$ cat config.mk
export PLATFORM = sky130hd
export DESIGN_NAME = brc_sliced
export DESIGN_NICKNAME = d
export VERILOG_FILES = /design/src/rtl/brc_sliced.sv
export SDC_FILE = /design/constraint.sdc
export NUM_CORES = 1
export LEC_CHECK = 0
export BUFFER_PORTS_ARGS = -buffer_cell sky130_fd_sc_hd__buf_2
export CORE_ASPECT_RATIO = 1.4
export CORE_MARGIN = 5
export CORE_UTILIZATION = 40
export CTS_BUF_LIST = sky130_fd_sc_hd__clkbuf_8
export CTS_CLUSTER_SIZE = 20
export DETAILED_ROUTE_END_ITERATION = 10
export PLACE_DENSITY = 0.6
export SETUP_SLACK_MARGIN = 0.1
export SYNTH_ARGS = -nofsm -noshare
export SYNTH_HDL_FRONTEND = slang
export SYNTH_SLANG_ARGS = --single-unit
$ cat constraint.sdc
create_clock -name i_clk -period 3.77 [get_ports i_clk]
set_clock_uncertainty 0.15 [all_clocks]
set_input_delay 0.377 -clock i_clk [delete_from_list [all_inputs] [get_ports i_clk]]
set_output_delay 0.377 -clock i_clk [all_outputs]
set_load 0.005 [all_outputs]
$ cat src/rtl/brc_sliced.sv
`default_nettype none
// ============================================================================
//  Module   : brc_sliced
//  Brief    : Multi-cycle branch comparator. Compares two operands one slice
//             per cycle, MSB slice first, with early exit on the first
//             differing slice. Produces less-than (signed or unsigned) and
//             equality flags behind a valid/ready handshake.
//  Revision : 1.0 - initial release
// ============================================================================
module brc_sliced #(
  parameter int WIDTH = 32,
  parameter int SLICE = 8
) (
  input  logic             i_clk,
  input  logic             i_rst_n,
  input  logic             i_valid,
  output logic             o_ready,
  input  logic [WIDTH-1:0] i_rs1_data,
  input  logic [WIDTH-1:0] i_rs2_data,
  input  logic             i_br_un,
  input  logic             i_flush,
  output logic             o_valid,
  input  logic             i_ready,
  output logic             o_br_less,
  output logic             o_br_equal
);

  localparam int NSL = WIDTH / SLICE;
  localparam int IW  = (NSL > 1) ? $clog2(NSL) : 1;

  localparam logic [IW-1:0]    c_idx_top   = IW'(NSL - 1);
  localparam logic [WIDTH-1:0] c_sign_mask = {1'b1, {(WIDTH-1){1'b0}}};

  // Reject geometries that cannot be sliced evenly.
  generate
    if ((SLICE < 1) || (WIDTH < 2) || ((WIDTH % SLICE) != 0)) begin : g_bad_params
      $error("brc_sliced: WIDTH must be >=2 and a multiple of SLICE (SLICE>=1)");
    end
  endgenerate

  typedef enum logic [1:0] {
    IDLE = 2'd0,
    CMP  = 2'd1,
    DONE = 2'd2
  } state_t;

  state_t           r_state;
  state_t           w_state_nxt;
  logic [WIDTH-1:0] r_a;
  logic [WIDTH-1:0] r_b;
  logic [IW-1:0]    r_idx;
  logic             r_less;
  logic             r_equal;
  logic [SLICE-1:0] w_sa;
  logic [SLICE-1:0] w_sb;
  logic             w_diff;
  logic             w_lt;
  logic             w_accept;
  logic             w_last;

  // Select the slice currently under comparison.
  always_comb begin
    w_sa = '0;
    w_sb = '0;
    for (int i = 0; i < NSL; i++) begin
      if (r_idx == IW'(i)) begin
        w_sa = r_a[i*SLICE +: SLICE];
        w_sb = r_b[i*SLICE +: SLICE];
      end
    end
  end

  assign w_diff   = (w_sa != w_sb);
  assign w_lt     = (w_sa < w_sb);
  assign w_last   = (r_idx == '0);
  assign w_accept = i_valid && (r_state == IDLE) && !i_flush;

  // State register.
  always_ff @(posedge i_clk or negedge i_rst_n) begin
    if (!i_rst_n) begin
      r_state <= IDLE;
    end else begin
      r_state <= w_state_nxt;
    end
  end

  // Next-state logic; flush overrides every transition.
  always_comb begin
    w_state_nxt = r_state;
    if (i_flush) begin
      w_state_nxt = IDLE;
    end else begin
      case (r_state)
        IDLE:    if (i_valid) w_state_nxt = CMP;
        CMP:     if (w_diff || w_last) w_state_nxt = DONE;
        DONE:    if (i_ready) w_state_nxt = IDLE;
        default: w_state_nxt = IDLE;
      endcase
    end
  end

  // Operand capture, slice walk and result registers. Signed mode is folded
  // into the operands at accept by flipping the sign bit of both, which turns
  // a signed compare into an unsigned one and leaves equality untouched.
  always_ff @(posedge i_clk or negedge i_rst_n) begin
    if (!i_rst_n) begin
      r_a     <= '0;
      r_b     <= '0;
      r_idx   <= c_idx_top;
      r_less  <= 1'b0;
      r_equal <= 1'b0;
    end else if (i_flush) begin
      r_idx   <= c_idx_top;
      r_less  <= 1'b0;
      r_equal <= 1'b0;
    end else begin
      case (r_state)
        IDLE: begin
          if (w_accept) begin
            r_a     <= i_rs1_data ^ (i_br_un ? '0 : c_sign_mask);
            r_b     <= i_rs2_data ^ (i_br_un ? '0 : c_sign_mask);
            r_idx   <= c_idx_top;
            r_less  <= 1'b0;
            r_equal <= 1'b0;
          end
        end
        CMP: begin
          if (w_diff) begin
            r_less  <= w_lt;
            r_equal <= 1'b0;
          end else if (w_last) begin
            r_less  <= 1'b0;
            r_equal <= 1'b1;
          end else begin
            r_idx <= r_idx - IW'(1);
          end
        end
        DONE: begin
          if (i_ready) begin
            r_idx   <= c_idx_top;
            r_less  <= 1'b0;
            r_equal <= 1'b0;
          end
        end
        default: begin
          r_idx   <= c_idx_top;
          r_less  <= 1'b0;
          r_equal <= 1'b0;
        end
      endcase
    end
  end

  assign o_ready    = (r_state == IDLE);
  assign o_valid    = (r_state == DONE);
  assign o_br_less  = r_less;
  assign o_br_equal = r_equal;

endmodule
`default_nettype wire

## After elaboration in Yosys (flattened, before gate mapping)

Cells that the tools add are included.

- Add/sub/neg operators: 1
- $lt $le $gt $ge: 1
- Equal/unequal tests: 13
- Muxes and demuxes: 30
- Bitwise logic cells: 3
- Reductions and logical operators: 10

Operator list:

| operator | number |
|---|---|
| $mux W8 | 8 |
| $xor A32 B32 Y32 | 2 |
| $mux W32 | 1 |
| $mux W2 | 9 |
| $pmux W2 S3 | 2 |
| $ne A3 B3 Y1 const B | 3 |
| $reduce_and A3 Y1 | 3 |
| $lt A8 B8 Y1 | 1 |
| $mux W1 | 8 |
| $ne A8 B8 Y1 | 1 |
| $eq A2 B2 Y1 const B | 3 |
| $ne A3 B2 Y1 const B | 2 |
| $pmux W1 S3 | 2 |
| $eq A2 B1 Y1 const B | 2 |
| $logic_not A2 Y1 | 2 |
| $ne A4 B4 Y1 const B | 1 |
| $reduce_and A4 Y1 | 1 |
| $ne A3 B1 Y1 const B | 1 |
| $logic_and A1 B1 Y1 | 2 |
| $sub A2 B1 Y2 const B | 1 |
| $logic_not A1 Y1 | 1 |
| $logic_or A1 B1 Y1 | 1 |
| $not A1 Y1 | 1 |

- Bits in registers: 70
- Input bits: 70
- Output and inout port bits: 4
- Word-level logic and storage cells: 64

## Longest topological paths before layout

Gate-level depths: netlist of the first run.

- Depth in word-level cells: 10
- Depth in mapped cells: 13
- Depth with buffers taken out: 11

## Worst setup path after synthesis of the first run

OpenSTA, ideal clock, no wires.

- Path kind: reg2reg
- Start: register r_idx[0]
- End: register r_less, in the netlist o_br_less
- Library setup time: 0.066 ns
- Arrival time: 2.546 ns
- Data required time: 3.554 ns
- Slack: 1.008 ns
- Cell stages (with the launch flop): 12
- Cells stage by stage: dfstp_2 -> inv_1 -> ha_1 -> nor2b_4 -> buf_6 -> a221oi_1 -> o31ai_1 -> ha_1 -> nand4_2 -> or2_1 -> o31ai_2 -> a22o_1

- Word-level cells in the longest chain between the ends: 9

Ends and longest elaborated chain:

| what | RTL line | text |
|---|---|---|
| start, declared | 51 | `logic [IW-1:0] r_idx;` |
| start signal, assigned | 109 | `r_idx <= c_idx_top;` |
| start signal, assigned | 113 | `r_idx <= c_idx_top;` |
| start signal, assigned | 122 | `r_idx <= c_idx_top;` |
| $logic_not A2 Y1 | 66, 75 |  |
| $mux W8 (4 in series) | 66 | `if (r_idx == IW'(i)) begin` |
| $lt A8 B8 Y1 / $ne A8 B8 Y1 (equally long branches) | 74, 73 |  |
| $mux W1 | 128 | `if (w_diff) begin` |
| $pmux W1 S3 | 117 | `case (r_state)` |
| $mux W1 | 112 | `end else if (i_flush) begin` |
| end signal, assigned | 129 | `r_less <= w_lt;` |
| end, declared | 52 | `logic r_less;` |

Several ways; a longest one is shown, not always the timed one.
A chain may end at the register's enable or synchronous reset.

## Worst setup path in the final report of the first run

Ends and elaborated chain as after synthesis.

==> run metrics, run 1 <==
outcome finished clean; Worst Path Arrival roughly 3.6 ns; Post-Route Utilization between 40 and 50%; Wirelength per Cell approximately 15 um; Inserted Clock Buffers 9; internal power around 1300 uW; Syn Nets just under 500; clk_lat worst skew around 0.35 ns; Synth area leader dfrtp_1; core area between 0.008 and 0.009 mm^2; Syn Area/Cell roughly 8.6 um^2; cts repair resizes 0; grt ovf 0; PwrDens about 480 mW/mm^2; Synth top area share about half; max-cap violations 0; required time of the critical path 3.91 ns; list of most frequent post-synthesis cells nand2_1, dfrtp_1, nor2b_1, a221oi_1, ha_1; Max IR drop VDD about 200 uV; I/O pin cnt 74; CTS H-tree lvls 3; first-pass GRT wire length roughly 14 mm; Worst path most repeated cell ha_1; Root Driver clkbuf_8; DRC errors left 0; area of the multi-input gates ~0.0015 mm^2; crit path time final between 3 and 4 ns; CP Class reg -> reg; Initial DRC Count 70; post-synthesis cell type count 34; crit path max fanout 18; Final ANT Viol Nets 0; Combinational Power Share between 20% and 30%; HPWL Detailed 6.11 mm; final setup violation count 0; Chip Width roughly 89 um; share of total power in sequential cells a little over half; Post-Syn Instances 400; Post-synth ARST share between 90% and 100%; post-synthesis register bit count 70; top-count cell post-synth nand2_1; die area roughly 0.011 mm^2; DR vias approximately 2,800; fill cell count ~900; worst reg2reg path depth 9; CTS sink count 70; Critical R2R Capture o_br_less; unrepaired setup endpoints after global routing false; switching fraction of total power 31.2%; sequential fraction of the synthesis area about half; DRT Wirelength about 8.4 mm; P_leak around 0.0021 uW; Tcrit/Tclk final around nine tenths; share of cells above drive strength 1 20.7%; Switch Pwr just under 600 uW; total negative setup slack 0 ns; row count 40; crit path to o_br_less; CP max-delay cell ha_1; Via density between 4 and 5; CP Cell Sequence ha_1 -> nor2b_4 -> a221oi_1 -> nor3_1 -> a21oi_1 -> ha_1 -> a2111oi_0 -> a211o_2 -> a22o_1; min-delay worst type in -> reg; final net count about 550; hold buffer count at CTS 1; n_diodes 0; router iterations before antenna repair 4; Die Span Y ~120 um; Worst setup SP type flip-flop; initial antenna violation count 0; top post-synthesis cells by area dfrtp_1, nand2_1, ha_1, a221oi_1, nor2b_1; Clk pwr share 25.4%; RD Place Congestion 0.840; top_reg_cell synth dfrtp_1; Clk pin slew, worst setup/hold paths about 0.07 ns; Worst Setup SP r_idx[0]; vias in the first global route ~3,000; CTS Buffer Depth 2; origin of the critical flop-to-flop path r_idx[0]; Pwr Total between 1500 and 2000 uW; Port Buf Inserts 73; CTS tree yes; Setup crit end kind flip-flop; Post-synth EDFFs 0; WHS between 0.05 and 0.06 ns; largest net degree at the start of global routing 63; Max Clk Rate approximately 290 MHz; GRT Overall Usage ~18%; yosys warns 0; Rel. slew slack between 30% and 40%; Crit path largest cell delay approximately 0.64 ns; Reg2Reg Setup Slack between 0.3 and 0.4 ns; Seq. cell area 0.00175 mm^2; worst slew pin tran around 1.0 ns; Final Hold Viols 0; Initial Utilization between 40% and 50%; Post-Syn Area 0.00346 mm^2; Post-CTS Setup Repair Bufs 0; Area Growth Syn to Fin 15.4%; Pins Over Slew Limit 0
worst max-delay path: cells and delay by family, from the launching register on:
family / cells / cell delay, ns
AND/OR/NAND/NOR: 2 / 0.30
adder cells (fa/ha/maj): 2 / 0.91
flip-flops: 1 / 0.57
AO/OA/AOI/OAI: 5 / 1.45
flip-flops by register name, summed over array words and instances (netlist names):
signal      flops
o_br_equal      1
r_idx           2
r_b            32
o_br_less       1
r_state         2
r_a            32
placed cells by master, fill, tap and decap left out, types with 9 or more instances in the layout:
master / Yosys / layout
nand2_1: 201 / 200
buf_2: 6 / 73
dfrtp_1: 68 / 68
nor2b_1: 16 / 16
a221oi_1: 15 / 15
ha_1: 12 / 12
nor3_1: 9 / 9
a21oi_1: 9 / 9
o31ai_1: 9 / 9
clkbuf_8: 0 / 9
through the flow:
stage | std cells | cell area (um^2) | setup slack, ns
4_1_cts | 574 | 3990 | 0.375
5_1_grt | 574 | 3990 | 0.127
6_report | 574 | 3990 | 0.322
3_3_place_gp | 558 | 3830 | 0.508
2_1_floorplan | 400 | 3460 | 1.01
3_5_place_dp | 558 | 3830 | 0.395
power by group through the flow:
stage | clock network, uW | registers, uW | logic [uW]
after floorplan | 0 | 1000 | 288
after global placement | 0 | 1050 | 381
after detailed placement | 0 | 1050 | 394
after CTS | 508 | 1030 | 397
after global routing | 540 | 1050 | 461
final | 484 | 1030 | 388
worst min path at each step:
| stage | from | end | slack, ns | cells after the start |
|---|---|---|---|---|
| after global placement | i_rst_n | r_b[11] | 0.28 | 1 |
| after CTS | i_rs2_data[18] | r_b[18] | 0.04 | 3 |
| after floorplan | i_rst_n | o_br_equal | -0.07 | 0 |
| after global routing | i_rs2_data[17] | r_b[17] | 0.05 | 3 |
| after detailed placement | i_rst_n | r_b[13] | 0.28 | 1 |
| final | i_rs2_data[14] | r_b[14] | 0.06 | 3 |
cell families after synthesis:
family          Yosys count  share of synthesized area (%)
fa+ha+maj                12                           4.34
simple gates            239                           28.6
flops                    70                           50.8
compound gates           48                           10.4
buf+inv                  27                           4.78
xor+xnor                  2                          0.507
mux                       2                          0.579
metal layers:
metal | track usage (%) | wire (um)
met1 | 21.2 | 3490
met2 | 29.4 | 4350
met3 | 3.78 | 339
met5 | 0 | 0
met4 | 9.07 | 254
cell type report:
cell class / count / area share, %
Sequential cell: 70 / 44.0
Multi-Input combinational cell: 303 / 38.6
Timing Repair Buffer: 77 / 9.98
Tap cell: 105 / 3.29
Clock buffer: 9 / 3.11
Clock inverter: 6 / 0.628
Inverter: 4 / 0.377
No activity file was read; power rests on OpenSTA's default activity.
==> run 2: changes to the inputs <==
--- a/config.mk
+++ b/config.mk
@@ -12,7 +12,7 @@
 export CTS_BUF_LIST = sky130_fd_sc_hd__clkbuf_8
 export CTS_CLUSTER_SIZE = 20
 export DETAILED_ROUTE_END_ITERATION = 10
-export PLACE_DENSITY = 0.6
+export PLACE_DENSITY = 0.62
 export SETUP_SLACK_MARGIN = 0.1
 export SYNTH_ARGS = -nofsm -noshare
 export SYNTH_HDL_FRONTEND = slang
==> constraint.sdc (replaced) <==
create_clock -name i_clk -period 3.1 [get_ports i_clk]
set_clock_uncertainty 0.15 [all_clocks]
set_input_delay 0.31 -clock i_clk [delete_from_list [all_inputs] [get_ports i_clk]]
set_output_delay 0.31 -clock i_clk [all_outputs]
set_load 0.005 [all_outputs]
==> run 2 against run 1 <==
Compared with the run above: register-to-register slack worse by 0.09 ns; largest cell class unchanged; critical endpoint unchanged; non-clock buffer count rose by 51; via count increased by 6.3%; global-route usage shrank 0.73 points.
==> run metrics, run 2 (synthesized netlist as in run 1, its figures left out) <==
P_leak 0.00239 uW (+13%); CTS sink count 70 (unchanged); Rel. slew slack 55.6% (+25 points); met3 Resource Use GR 4.05% (+0.27 points); CP Cell Sequence inv_1 -> ha_1 -> nor2b_4 -> buf_12 -> a221oi_1 -> o31ai_1 -> ha_1 -> nand4_1 -> or2_4 -> o31ai_2 -> a22o_1; CP max-delay cell dfstp_2; Setup crit end kind flip-flop; crit path max fanout 6 (-12); vias in the first global route 3,056 (+2.1%); Via density 4.78 (-2.7%); Largest regs r_a x32, r_b x32; crit path time final 2.87 ns (-0.579 ns); router iterations before antenna repair 5 (+1); Area Growth Syn to Fin 33.9%; max-cap violations 0 (unchanged); fill cell count 815 (-9.2%); clk_lat worst skew 0.35 ns (about the same); final net count 599 (+9.5%); Worst setup SP type flip-flop; Worst path most repeated cell ha_1; GR peak layer met2; Inserted Clock Buffers 9 (unchanged); required time of the critical path 3.24 ns (-0.67 ns); Final ANT Viol Nets 0 (unchanged); total negative setup slack 0 ns (unchanged); Max Clk Rate 348 MHz (+20%); DRT Wirelength 8.40 mm (-0.33%); min-delay worst type in -> reg; die area 0.0106 mm^2 (unchanged); largest delay contributor family on the critical path compound AO/OA/AOI/OAI gates; Final Hold Viols 0 (unchanged); share of cells above drive strength 1 22.8% (+2.1 points); CP bufs+invs 2 (+2); initial antenna violation count 0 (unchanged); Seq. cell area 0.00175 mm^2 (unchanged); CTS H-tree lvls 3 (unchanged); n_diodes 0 (unchanged); area of the multi-input gates 0.00161 mm^2 (+4.4%); CP Class reg -> reg; GRT Overall Usage 17.0% (-0.73 points); core area 0.00851 mm^2 (unchanged); met2 global-route usage 27.7% (-1.6 points); DR vias 2,999 (+6.3%); Max IR drop VDD 293 uV (+44%); final setup violation count 0 (unchanged); Initial Utilization 40.6% (unchanged); grt ovf 0 (unchanged); Chip Width 88.6 um (unchanged); Pins Over Slew Limit 0 (unchanged); commonest non-fill, non-tap cell in the layout nand2_1; RD Place Congestion 0.830 (-1.3%); CTS tree yes; PwrDens 547 mW/mm^2 (+15%); commonest non-fill, non-tap cells in the layout nand2_1, buf_2, dfrtp_1; Worst Path Arrival 3.01 ns (-0.58 ns); DRC errors left 0 (unchanged); first-pass GRT wire length 13.9 mm (-2.9%); HPWL Detailed 6.05 mm (-0.95%); CTS Buffer Depth 2 (unchanged); worst slew pin tran 0.666 ns (-0.370 ns); Post-Route Utilization 54.4% (+7.5 points); Clk pin slew, worst setup/hold paths 0.07 ns (about the same); Crit path largest cell delay 0.57 ns (-0.07 ns); unrepaired setup endpoints after global routing false; row count 40 (unchanged); largest net degree at the start of global routing 44 (-30%); Die Span Y 120 um (unchanged); outcome finished clean; I/O pin cnt 74 (unchanged); Root Driver clkbuf_8; Tcrit/Tclk final 92.6% (+1.1 points); Initial DRC Count 106 (+51%); met1 Use GR 20.9% (-0.22 points); Wirelength per Cell 13.4 um (-8.8%); Port Buf Inserts 73 (unchanged)
[run 2: cell types whose count changed in the layout (fill, tap and decap cells not counted), moves of 2 or more]
cell	change
a221oi_1	-6
a221oi_2	+6
buf_12	+2
buf_4	+5
clkbuf_8	+2
dlygate4sd3_1	+43
inv_1	-2
[run 2: layout make-up]
cell class | count | area share, %
repair buffers | 128 | 19.8
multi-input cells | 304 | 34.7
clock buffers | 11 | 3.27
well taps | 105 | 2.84
inverters | 4 | 0.324
flip-flops and latches | 70 | 37.9
clock inverters | 5 | 1.08
[run 2: worst paths after layout]
kind                       slack [ns]          start         to  cells past startpoint
setup / recovery                 0.23       r_idx[0]  o_br_less                     11
hold / removal                   0.01  i_rs1_data[8]     r_a[8]                      3
setup reg to reg                 0.23       r_idx[0]  o_br_less                     11
hold reg to reg                  0.33        r_b[18]    r_b[18]                      2
max in group asynchronous        1.75        i_rst_n    r_a[18]                      3
min in group asynchronous        0.39        i_rst_n    r_a[29]                      2
[run 2: metal layers]
metal	routed length [um]	part of all wire, %
met3	406	4.8
met2	4180	50
met1	3590	43
met4	229	2.7
met5	0	0
[run 2: power by group]
group | internal [uW] | switching (uW)
Combinational | 258 | 284
Clock | 408 | 323
Sequential | 1120 | 139
[run 2: what timing repair did]
item                                    4_1_cts  5_1_grt
gates resized for setup                       0       14
hold endpoints to repair                     67        1
pin swaps                                     0        1
gates cloned                                  0        1
hold buffers                                 43        1
setup buffers                                 1        1
endpoints found under the setup margin        3        6
[run 2: tightest hold or removal path, stage by stage]
cell and delay [ns]:
buf_2 0.07, nand2_1 0.04, nand2_1 0.05
[run 2: stage by stage]
| stage | hold slack, ns | setup slack, ns | cell area, um^2 | power [uW] | std cells |
|---|---|---|---|---|---|
| 2_1_floorplan | -0.136 | 0.338 | 3460 | 1570 | 400 |
| 3_3_place_gp | 0.226 | 0.167 | 3890 | 1740 | 564 |
| 6_report | 0.0100 | 0.231 | 4630 | 2530 | 627 |
| 4_1_cts | 0.00000455 | 0.0889 | 4540 | 2530 | 624 |
| 3_5_place_dp | 0.226 | 0.0747 | 3890 | 1750 | 564 |
| 5_1_grt | 0.00115 | 0.102 | 4630 | 2710 | 627 |
==> run 3: changes to the inputs <==
--- a/config.mk
+++ b/config.mk
@@ -7,9 +7,8 @@
 export LEC_CHECK = 0
 export BUFFER_PORTS_ARGS = -buffer_cell sky130_fd_sc_hd__buf_2
 export CORE_ASPECT_RATIO = 1.4
-export CORE_MARGIN = 5
+export CORE_MARGIN = 3
 export CORE_UTILIZATION = 40
-export CTS_BUF_LIST = sky130_fd_sc_hd__clkbuf_8
 export CTS_CLUSTER_SIZE = 20
 export DETAILED_ROUTE_END_ITERATION = 10
 export PLACE_DENSITY = 0.62
==> run 3 against run 2 <==
Compared with the run above: clock power rose by 40%; via count fell by 4.1%; sequential power barely moved; flip-flop and latch count did not move; die area fell by 7.7%; fmax fell by 1.7%; register-to-register slack got worse by 0.05 ns; first-iteration DRC count rose by 19%; clock-buffer cell count rose by 1; sequential share of layout area rose by 2.4 points.
==> run metrics, run 3 (synthesized netlist as in run 1, its figures left out) <==
outcome finished clean; GRT Overall Usage 18.1% (+1.1 points); final setup violation count 0 (unchanged); GR peak layer met2; clk_lat worst skew 0.33 ns (-0.02 ns); DRT Wirelength 8.42 mm (+0.20%); PwrDens 640 mW/mm^2 (+17%); row count 39 (-2.5%); core area 0.00830 mm^2 (-2.5%); max-cap violations 0 (unchanged); Final ANT Viol Nets 0 (unchanged); Inserted Clock Buffers 9 (unchanged); worst reg2reg path depth 11 (unchanged); Final Hold Viols 0 (unchanged); Worst Path Arrival 3.03 ns (+0.02 ns); Worst Setup SP r_idx[1]; met3 Resource Use GR 3.63% (-0.42 points); Pins Over Slew Limit 0 (unchanged); commonest non-fill, non-tap cell in the layout nand2_1; share of cells above drive strength 1 26.3% (+3.6 points); CTS Buffer Depth 2 (unchanged); HPWL Detailed 5.98 mm (-1.2%); met2 global-route usage 29.6% (+1.9 points); DR vias 2,877 (-4.1%); largest net degree at the start of global routing 68 (+55%); Reg2Reg Setup Slack 0.18 ns (-0.05 ns); n_diodes 0 (unchanged); Die Span Y 116 um (-3.3%); Via density 4.93 (+3.0%); origin of the critical flop-to-flop path r_idx[1]; RD Place Congestion 0.896 (+7.9%); Tcrit/Tclk final 94.1% (+1.6 points); Chip Width 84.6 um (-4.5%); CTS H-tree lvls 3 (unchanged); Rel. slew slack 55.3% (-0.30 points); die area 0.00981 mm^2 (-7.7%); Max Clk Rate 343 MHz (-1.7%); final net count 559 (-6.7%); vias in the first global route 2,889 (-5.5%); pre-CTS setup slack -0.101 ns (-0.176 ns); Root Driver clkbuf_16; crit path max fanout 5 (-1); initial antenna violation count 0 (unchanged); Largest regs r_a x32, r_b x32; Worst setup SP type flip-flop; grt ovf 0 (unchanged); Critical R2R Capture o_br_less; Max IR drop VDD 331 uV (+13%); Port Buf Inserts 73 (unchanged); Setup crit end kind flip-flop; Pwr Total 2790 uW (+10%); CTS tree yes; unrepaired setup endpoints after global routing false; Clk pin slew, worst setup/hold paths 0.06 ns (about the same); Area Growth Syn to Fin 26.0%; first-pass GRT wire length 13.8 mm (-0.75%); P_leak 0.00227 uW (-5.1%); router iterations before antenna repair 4 (-1); met1 Use GR 22.9% (+2.0 points); worst slew pin tran 0.671 ns (+0.00450 ns); Wirelength per Cell 14.4 um (+7.6%); Initial Utilization 41.7% (+1.0 points); required time of the critical path 3.22 ns (-0.02 ns); CP Class reg -> reg; I/O pin cnt 74 (unchanged); CTS sink count 70 (unchanged); crit path time final 2.92 ns (+0.0488 ns); commonest non-fill, non-tap cells in the layout nand2_1, buf_2, dfrtp_1; DRC errors left 0 (unchanged); Initial DRC Count 126 (+19%); crit path to o_br_less; setup ws final 0.182 ns (-0.0488 ns); min-delay worst type in -> reg
run 3: timing repair:
item                       CTS  global route
pin swaps                    0             5
setup buffers                1             5
hold endpoints to repair    68             0
resized for setup            3            18
hold buffers                 1             0
setup endpoints to repair    6             6
cloned                       0             1
run 3: layer usage:
layer  vias to the layer above  share of wire (%)
met3                        11                4.9
met4                         0                2.2
met5                         -                  0
li1                       1467                  -
met2                        60                 49
met1                      1339                 44
run 3: critical path: stages, from the launching register on:
cell and delay, ns:
dfstp_2 0.54, inv_1 0.12, ha_4 0.20, nor2b_4 0.14
buf_4 0.13, a221oi_2 0.28, o31ai_1 0.12, ha_1 0.30
nand2b_1 0.16, a2111oi_2 0.41, a211o_2 0.17, a22o_1 0.12
run 3: where the power goes:
| part | leakage (uW) | switching [uW] | internal, uW |
|---|---|---|---|
| clock network | 0.000152 | 357 | 662 |
| logic | 0.00125 | 288 | 217 |
| registers | 0.000871 | 141 | 1120 |
| total | 0.00227 | 785 | 2000 |
run 3: cell type report:
class	count	area, um^2
clock buffers	12	256
repair buffers	88	505
clock inverters	4	45.0
flip-flops and latches	70	1750
well taps	102	128
inverters	4	15.0
fillers	808	3940
multi-input cells	304	1650
run 3: worst min path at each step:
stage	start	end	cells past startpoint
global placement	i_rst_n	r_state[1]	2
global route	i_rs2_data[29]	r_b[29]	3
finish	i_rs2_data[23]	r_b[23]	3
floorplan	i_rst_n	o_br_equal	0
detailed placement	i_rst_n	r_state[1]	2
CTS	i_rs2_data[23]	r_b[23]	3
run 3: through the flow:
| stage | cell area (um^2) | utilization [%] | hold WS [ns] | TNS [ns] | cells |
|---|---|---|---|---|---|
| 3_3_place_gp | 3890 | 46.9 | 0.241 | -0.134 | 560 |
| 3_5_place_dp | 3890 | 46.9 | 0.236 | -0.101 | 560 |
| 6_report | 4350 | 52.5 | 0.0159 | 0 | 584 |
| 5_1_grt | 4350 | 52.5 | 0.0224 | 0 | 584 |
| 2_1_floorplan | 3460 | - | -0.136 | 0 | 400 |
| 4_1_cts | 4210 | 50.8 | 0.00396 | 0 | 578 |
